File: src/rtl/ram_arbiter.sv
// Single-port SRAM arbiter: MEM loads/stores pre-empt instruction fetch, stores run a setup/pulse/recovery FSM.
// Define RAM_ARB_WAIT_EN to stretch the write-enable pulse to two cycles (adds WR_WAIT).
module ram_arbiter (
  input  logic        clk,
  input  logic        rst,
  input  logic [15:0] if_addr,
  output logic [15:0] if_inst,
  input  logic [1:0]  mem_op,
  input  logic [15:0] mem_addr,
  input  logic [15:0] mem_wdata,
  output logic [15:0] mem_rdata,
  output logic        mem_rvalid,
  output logic        ram_pause,
  output logic        ovf_err,
  output logic [17:0] ram_addr,
  input  logic [15:0] ram_dq_i,
  output logic [15:0] ram_dq_o,
  output logic        ram_dq_oe,
  output logic        ram_ce_n,
  output logic        ram_oe_n,
  output logic        ram_we_n
);

  localparam logic [15:0] NOP_INST = 16'h0800;
  localparam logic [1:0]  OP_RD    = 2'b01;
  localparam logic [1:0]  OP_WR    = 2'b10;

  typedef enum logic [1:0] {
    S_IDLE     = 2'd0,
    S_WR_PULSE = 2'd1,
    S_WR_WAIT  = 2'd2,
    S_WR_REC   = 2'd3
  } state_e;

  state_e      state_q, state_d;
  logic [15:0] wr_addr_q, wr_addr_d;
  logic [15:0] wr_data_q, wr_data_d;
  logic        pv_q, pv_d;
  logic        pop_q, pop_d;
  logic [15:0] paddr_q, paddr_d;
  logic [15:0] pdata_q, pdata_d;
  logic        ovf_q, ovf_d;

  logic        req_valid;
  logic        req_wr;
  logic        srv_valid;
  logic        srv_wr;
  logic [15:0] srv_addr;
  logic [15:0] srv_data;
  logic        slot_load;
  logic [15:0] bus_addr;

  // Opcode 11 is deliberately ignored, exactly like 00.
  assign req_valid = (mem_op == OP_RD) || (mem_op == OP_WR);
  assign req_wr    = (mem_op == OP_WR);

  // A pending request always wins over a new one; the new one refills the slot.
  assign srv_valid = pv_q | req_valid;
  assign srv_wr    = pv_q ? pop_q   : req_wr;
  assign srv_addr  = pv_q ? paddr_q : mem_addr;
  assign srv_data  = pv_q ? pdata_q : mem_wdata;

  assign ram_addr = {2'b00, bus_addr};
  assign ovf_err  = ovf_q;

  always_ff @(posedge clk) begin
    if (rst) begin
      state_q   <= S_IDLE;
      wr_addr_q <= 16'h0000;
      wr_data_q <= 16'h0000;
      pv_q      <= 1'b0;
      pop_q     <= 1'b0;
      paddr_q   <= 16'h0000;
      pdata_q   <= 16'h0000;
      ovf_q     <= 1'b0;
    end else begin
      state_q   <= state_d;
      wr_addr_q <= wr_addr_d;
      wr_data_q <= wr_data_d;
      pv_q      <= pv_d;
      pop_q     <= pop_d;
      paddr_q   <= paddr_d;
      pdata_q   <= pdata_d;
      ovf_q     <= ovf_d;
    end
  end

  always_comb begin
    state_d    = state_q;
    wr_addr_d  = wr_addr_q;
    wr_data_d  = wr_data_q;
    pv_d       = pv_q;
    pop_d      = pop_q;
    paddr_d    = paddr_q;
    pdata_d    = pdata_q;
    ovf_d      = ovf_q;
    slot_load  = 1'b0;

    bus_addr   = if_addr;
    ram_dq_o   = wr_data_q;
    ram_dq_oe  = 1'b0;
    ram_ce_n   = 1'b0;
    ram_oe_n   = 1'b1;
    ram_we_n   = 1'b1;
    if_inst    = NOP_INST;
    mem_rdata  = ram_dq_i;
    mem_rvalid = 1'b0;
    ram_pause  = 1'b0;

    unique case (state_q)
      S_IDLE: begin
        if (srv_valid) begin
          ram_pause = 1'b1;
          bus_addr  = srv_addr;
          if (srv_wr) begin
            wr_addr_d = srv_addr;
            wr_data_d = srv_data;
            ram_dq_o  = srv_data;
            ram_dq_oe = 1'b1;
            state_d   = S_WR_PULSE;
          end else begin
            ram_oe_n   = 1'b0;
            mem_rvalid = 1'b1;
          end
          if (pv_q) begin
            pv_d      = req_valid;
            slot_load = req_valid;
          end
        end else begin
          ram_oe_n = 1'b0;
          if_inst  = ram_dq_i;
        end
      end

      S_WR_PULSE: begin
        bus_addr  = wr_addr_q;
        ram_dq_oe = 1'b1;
        ram_we_n  = 1'b0;
        ram_pause = 1'b1;
`ifdef RAM_ARB_WAIT_EN
        state_d   = S_WR_WAIT;
`else
        state_d   = S_WR_REC;
`endif
      end

`ifdef RAM_ARB_WAIT_EN
      S_WR_WAIT: begin
        bus_addr  = wr_addr_q;
        ram_dq_oe = 1'b1;
        ram_we_n  = 1'b0;
        ram_pause = 1'b1;
        state_d   = S_WR_REC;
      end
`endif

      S_WR_REC: begin
        // Data stays driven one cycle past the rising we_n edge for hold time.
        bus_addr  = wr_addr_q;
        ram_dq_oe = 1'b1;
        ram_pause = 1'b1;
        state_d   = S_IDLE;
      end

      default: begin
        state_d = S_IDLE;
      end
    endcase

    // Requests landing while a write owns the bus go to the slot, or are lost if it is full.
    if (state_q != S_IDLE && req_valid) begin
      if (pv_q) begin
        ovf_d = 1'b1;
      end else begin
        pv_d      = 1'b1;
        slot_load = 1'b1;
      end
    end

    if (slot_load) begin
      pop_d   = req_wr;
      paddr_d = mem_addr;
      pdata_d = mem_wdata;
    end

    if (rst) begin
      ram_ce_n   = 1'b1;
      ram_oe_n   = 1'b1;
      ram_we_n   = 1'b1;
      ram_dq_oe  = 1'b0;
      ram_pause  = 1'b0;
      mem_rvalid = 1'b0;
      if_inst    = NOP_INST;
    end
  end

endmodule

File: config.mk
export PLATFORM = sky130hd
export DESIGN_NAME = ram_arbiter
export DESIGN_NICKNAME = d
export VERILOG_FILES = /design/src/rtl/ram_arbiter.sv
export SDC_FILE = /design/constraint.sdc
export NUM_CORES = 1
export LEC_CHECK = 0
export ABC_AREA = 0
export CAP_MARGIN = 10
export CORE_UTILIZATION = 50
export CTS_CLUSTER_DIAMETER = 100
export DETAILED_ROUTE_END_ITERATION = 6
export HOLD_SLACK_MARGIN = 0.06
export MAX_ROUTING_LAYER = met4
export PLACE_DENSITY = 0.87
export SYNTH_ARGS = -nofsm -noshare
export SYNTH_HDL_FRONTEND = slang
export SYNTH_SLANG_ARGS = --single-unit
File: constraint.sdc
create_clock -name clk -period 4.25 [get_ports clk]
set_input_delay 0.6375 -clock clk [delete_from_list [all_inputs] [get_ports clk]]
set_output_delay 0.6375 -clock clk [all_outputs]
set_load 0.01 [all_outputs]
==> results.toml <==
[route]
post-route-drc-count = 0
ant_nets = 0
avgRoutedWirePerCell_um = 14.80
drt_iter0_markers = 171
via_count = 3548
first_pass_iters = 4
routed_wl_mm = 10.10
via_per_inst = 5.202

[logic_synthesis]
synth-edff-count = 0
synth_area_leader_cell = "dfxtp_1"
ys_seq_area_frac = 0.3286
async_flop_share = 0
synth_area_leaders = "dfxtp_1 (33%), mux2i_1 (12%), nand2b_1 (10%), nor2b_1 (4.9%), a221oi_2 (4.6%)"
syn_inst = 471
mappedNetlistArea_um2 = 4204
yosysWarnings = 0
syn_area_per_cell_um2 = 8.926
synth.distinct_cells = 33
synth_ff_type = "dfxtp_1"
netlist.area_leader.share = 0.3286
ys_seq_elements = 69

[clock_network]
cts_made_buffers = 9
worst_skew_pair.late_latency_ps = 340
cts.sinks = 69
cts_hold_buf = 0
post-cts-setup-buffers = 0
cts_tree = "built"
path_clk_slew_ps = 70
max-clock-path-buffers = 2
cts_root_buffer = "clkbuf_8"
cts_resized = 0
htree_levels = 3

[layout]
area_growth_pct = 35.36
fillers = 655
antennaDiodeCount = 0
layout-drive-gt1-share = 0.1075
final_nets = 641

[floorplan]
initial_utilization = 0.5142
io-pin-count = 141
die_area_um2 = 8779
core_um2 = 8175
row_count = 33
die_w_um = 93.70
die_h_um = 93.70

[sta]
fin_setup_tns_ps = 0
max_clock_freq_mhz = 261.0
finalMaxSlewViolations = 0
worst_slack_ps = 418.3
max_slew_margin = 0.4054
period_share = 0.9016
tightestPinTransition_ps = 890.7
setup_viol = 0
hold_viol = 0
skew_ps = 8.777
min_period_ps = 3832
rsz0062_at_grt = "no"

[grt]
overflow = 0
grt_usage = 0.2416
grt_max_degree = 65
antenna_found_initial = 0
grt_pass1_vias = 3490
grt_pass1_wl_mm = 16.33

[placed_design]
io_buffers = 138
place_ws_ps = 455.3
dp_hpwl_mm = 7.073
globalplace.congestion = 0.7914

[pwr]
power-per-cell-area_nw_per_um2 = 327.2
vdd_ir_drop_max_v = 0.0002286
p_leak_nw = 2.101

[worst_setup_path]
crit_arrival_ps = 3190
critPathCapture = "ram_addr[14]"
cp_data_required_time_ps = 3610
endpoint_kind = "primary output"
r2r_cells = 4
critPathKind = "in2out"
rrSetupSlack_ps = 1780
r2r_end = "pdata_q[8]"
critPathLaunchType = "input pin"
reg2reg_from = "state_q[0]"
cp_max_fo = 16
crit_start = "mem_op[0]"

[outcome]
outcome = "finished clean"

[run]
maxCapViolations = 0

[hold_path]
hold_path_class = "reg2reg"
## per-layer routing
metal / share of wire / vias up / GRT usage
met5: 0 / - / -
li1: - / 1771 / -
met4: 0.0063 / 0 / 0.06154
met3: 0.040 / 7 / 0.04369
met2: 0.51 / 91 / 0.4161
met1: 0.45 / 1679 / 0.2911
## flip-flops by register name, summed over array words and instances (netlist names)
signal / flops
ovf_err: 1
pdata_q: 16
wr_addr_q: 16
pop_q: 1
paddr_q: 16
wr_data_q: 16
state_q: 2
pv_q: 1
## final cells by class
class                           instances  area [µm²]  share of cell area
Multi-Input combinational cell        307        2331              0.4096
Tap cell                              105       131.4             0.02309
Timing Repair Buffer                  148        1466              0.2577
Clock buffer                           12       145.1             0.02551
Clock inverter                          4       95.09             0.01671
Inverter                               37       138.9             0.02441
Sequential cell                        69        1383              0.2430
## cell usage in the layout (no fill, tap or decap), drive strengths merged, types with 2 or more instances in the layout
cell type	instances
conb	2
clkdlybuf4s50	137
mux2i	49
mux2	16
nor3	6
clkbuf	12
nor2b	33
o21a	2
or2	2
a21oi	5
o21ai	2
and2	17
nor2	20
o221ai	16
a211oi	16
a221oi	16
nand2	17
buf	11
a22oi	16
inv	37
nand2b	68
dfxtp	69
bufinv	3
## synthesized netlist by cell type, types with 2 or more instances
master	count
mux2_2	16
nand2b_1	68
buf_2	18
a211oi_1	13
nor3_1	4
and2_1	17
mux2i_1	49
clkbuf_1	13
a22oi_1	16
nand2_1	17
nor2_1	20
a21oi_1	5
dfxtp_1	69
buf_6	6
a211oi_2	3
inv_1	37
o221ai_1	16
buf_4	21
nor2b_1	33
o21a_1	2
a221oi_1	3
a221oi_2	13
or2_1	2
## stage by stage
step           hold slack [ps]  cells  area, µm²  power, mW  utilization
2_1_floorplan            448.3    472       4208      1.003            -
3_3_place_gp             449.6    666       5450      1.215       0.6667
3_5_place_dp             460.3    666       5450      1.226       0.6667
4_1_cts                  472.9    682       5690      1.875       0.6961
5_1_grt                  490.6    682       5690      1.950       0.6961
6_report                 475.4    682       5690      1.862       0.6961
## report_power, final
part	internal (mW)	switching, mW	leakage (nW)
registers	0.682	0.0244	0.561
clock network	0.406	0.244	0.121
logic	0.278	0.228	1.42
## worst min-delay path by stage
stage,cells after the start,to,start,slack [ps]
6_report,2,wr_data_q[9],wr_data_q[9],480
5_1_grt,2,wr_data_q[9],wr_data_q[9],490
4_1_cts,2,wr_data_q[9],wr_data_q[9],470
3_5_place_dp,2,ovf_err,ovf_err,460
3_3_place_gp,2,ovf_err,ovf_err,450
2_1_floorplan,2,paddr_q[0],paddr_q[0],450
## cell families (layout without fill, tap and decap cells)
group,Yosys count,in the layout,share of synthesized area
AOI/OAI and AO/OA,74,74,0.1604
adders and majority gates,1,1,0.002976
buffers and inverters,96,201,0.1205
DFF,69,69,0.3286
muxes,65,65,0.1595
other,1,2,0.0008920
and+or+nand+nor,165,165,0.2271
## worst max-delay path: stages
cell             delay (ps)
clkdlybuf4s50_1         480
inv_1                    50
ha_1                    380
nand2b_1                190
nand2_1                 420
o221ai_1                420
clkdlybuf4s50_1         600
Note: power is estimated with default switching activity, not from simulation.
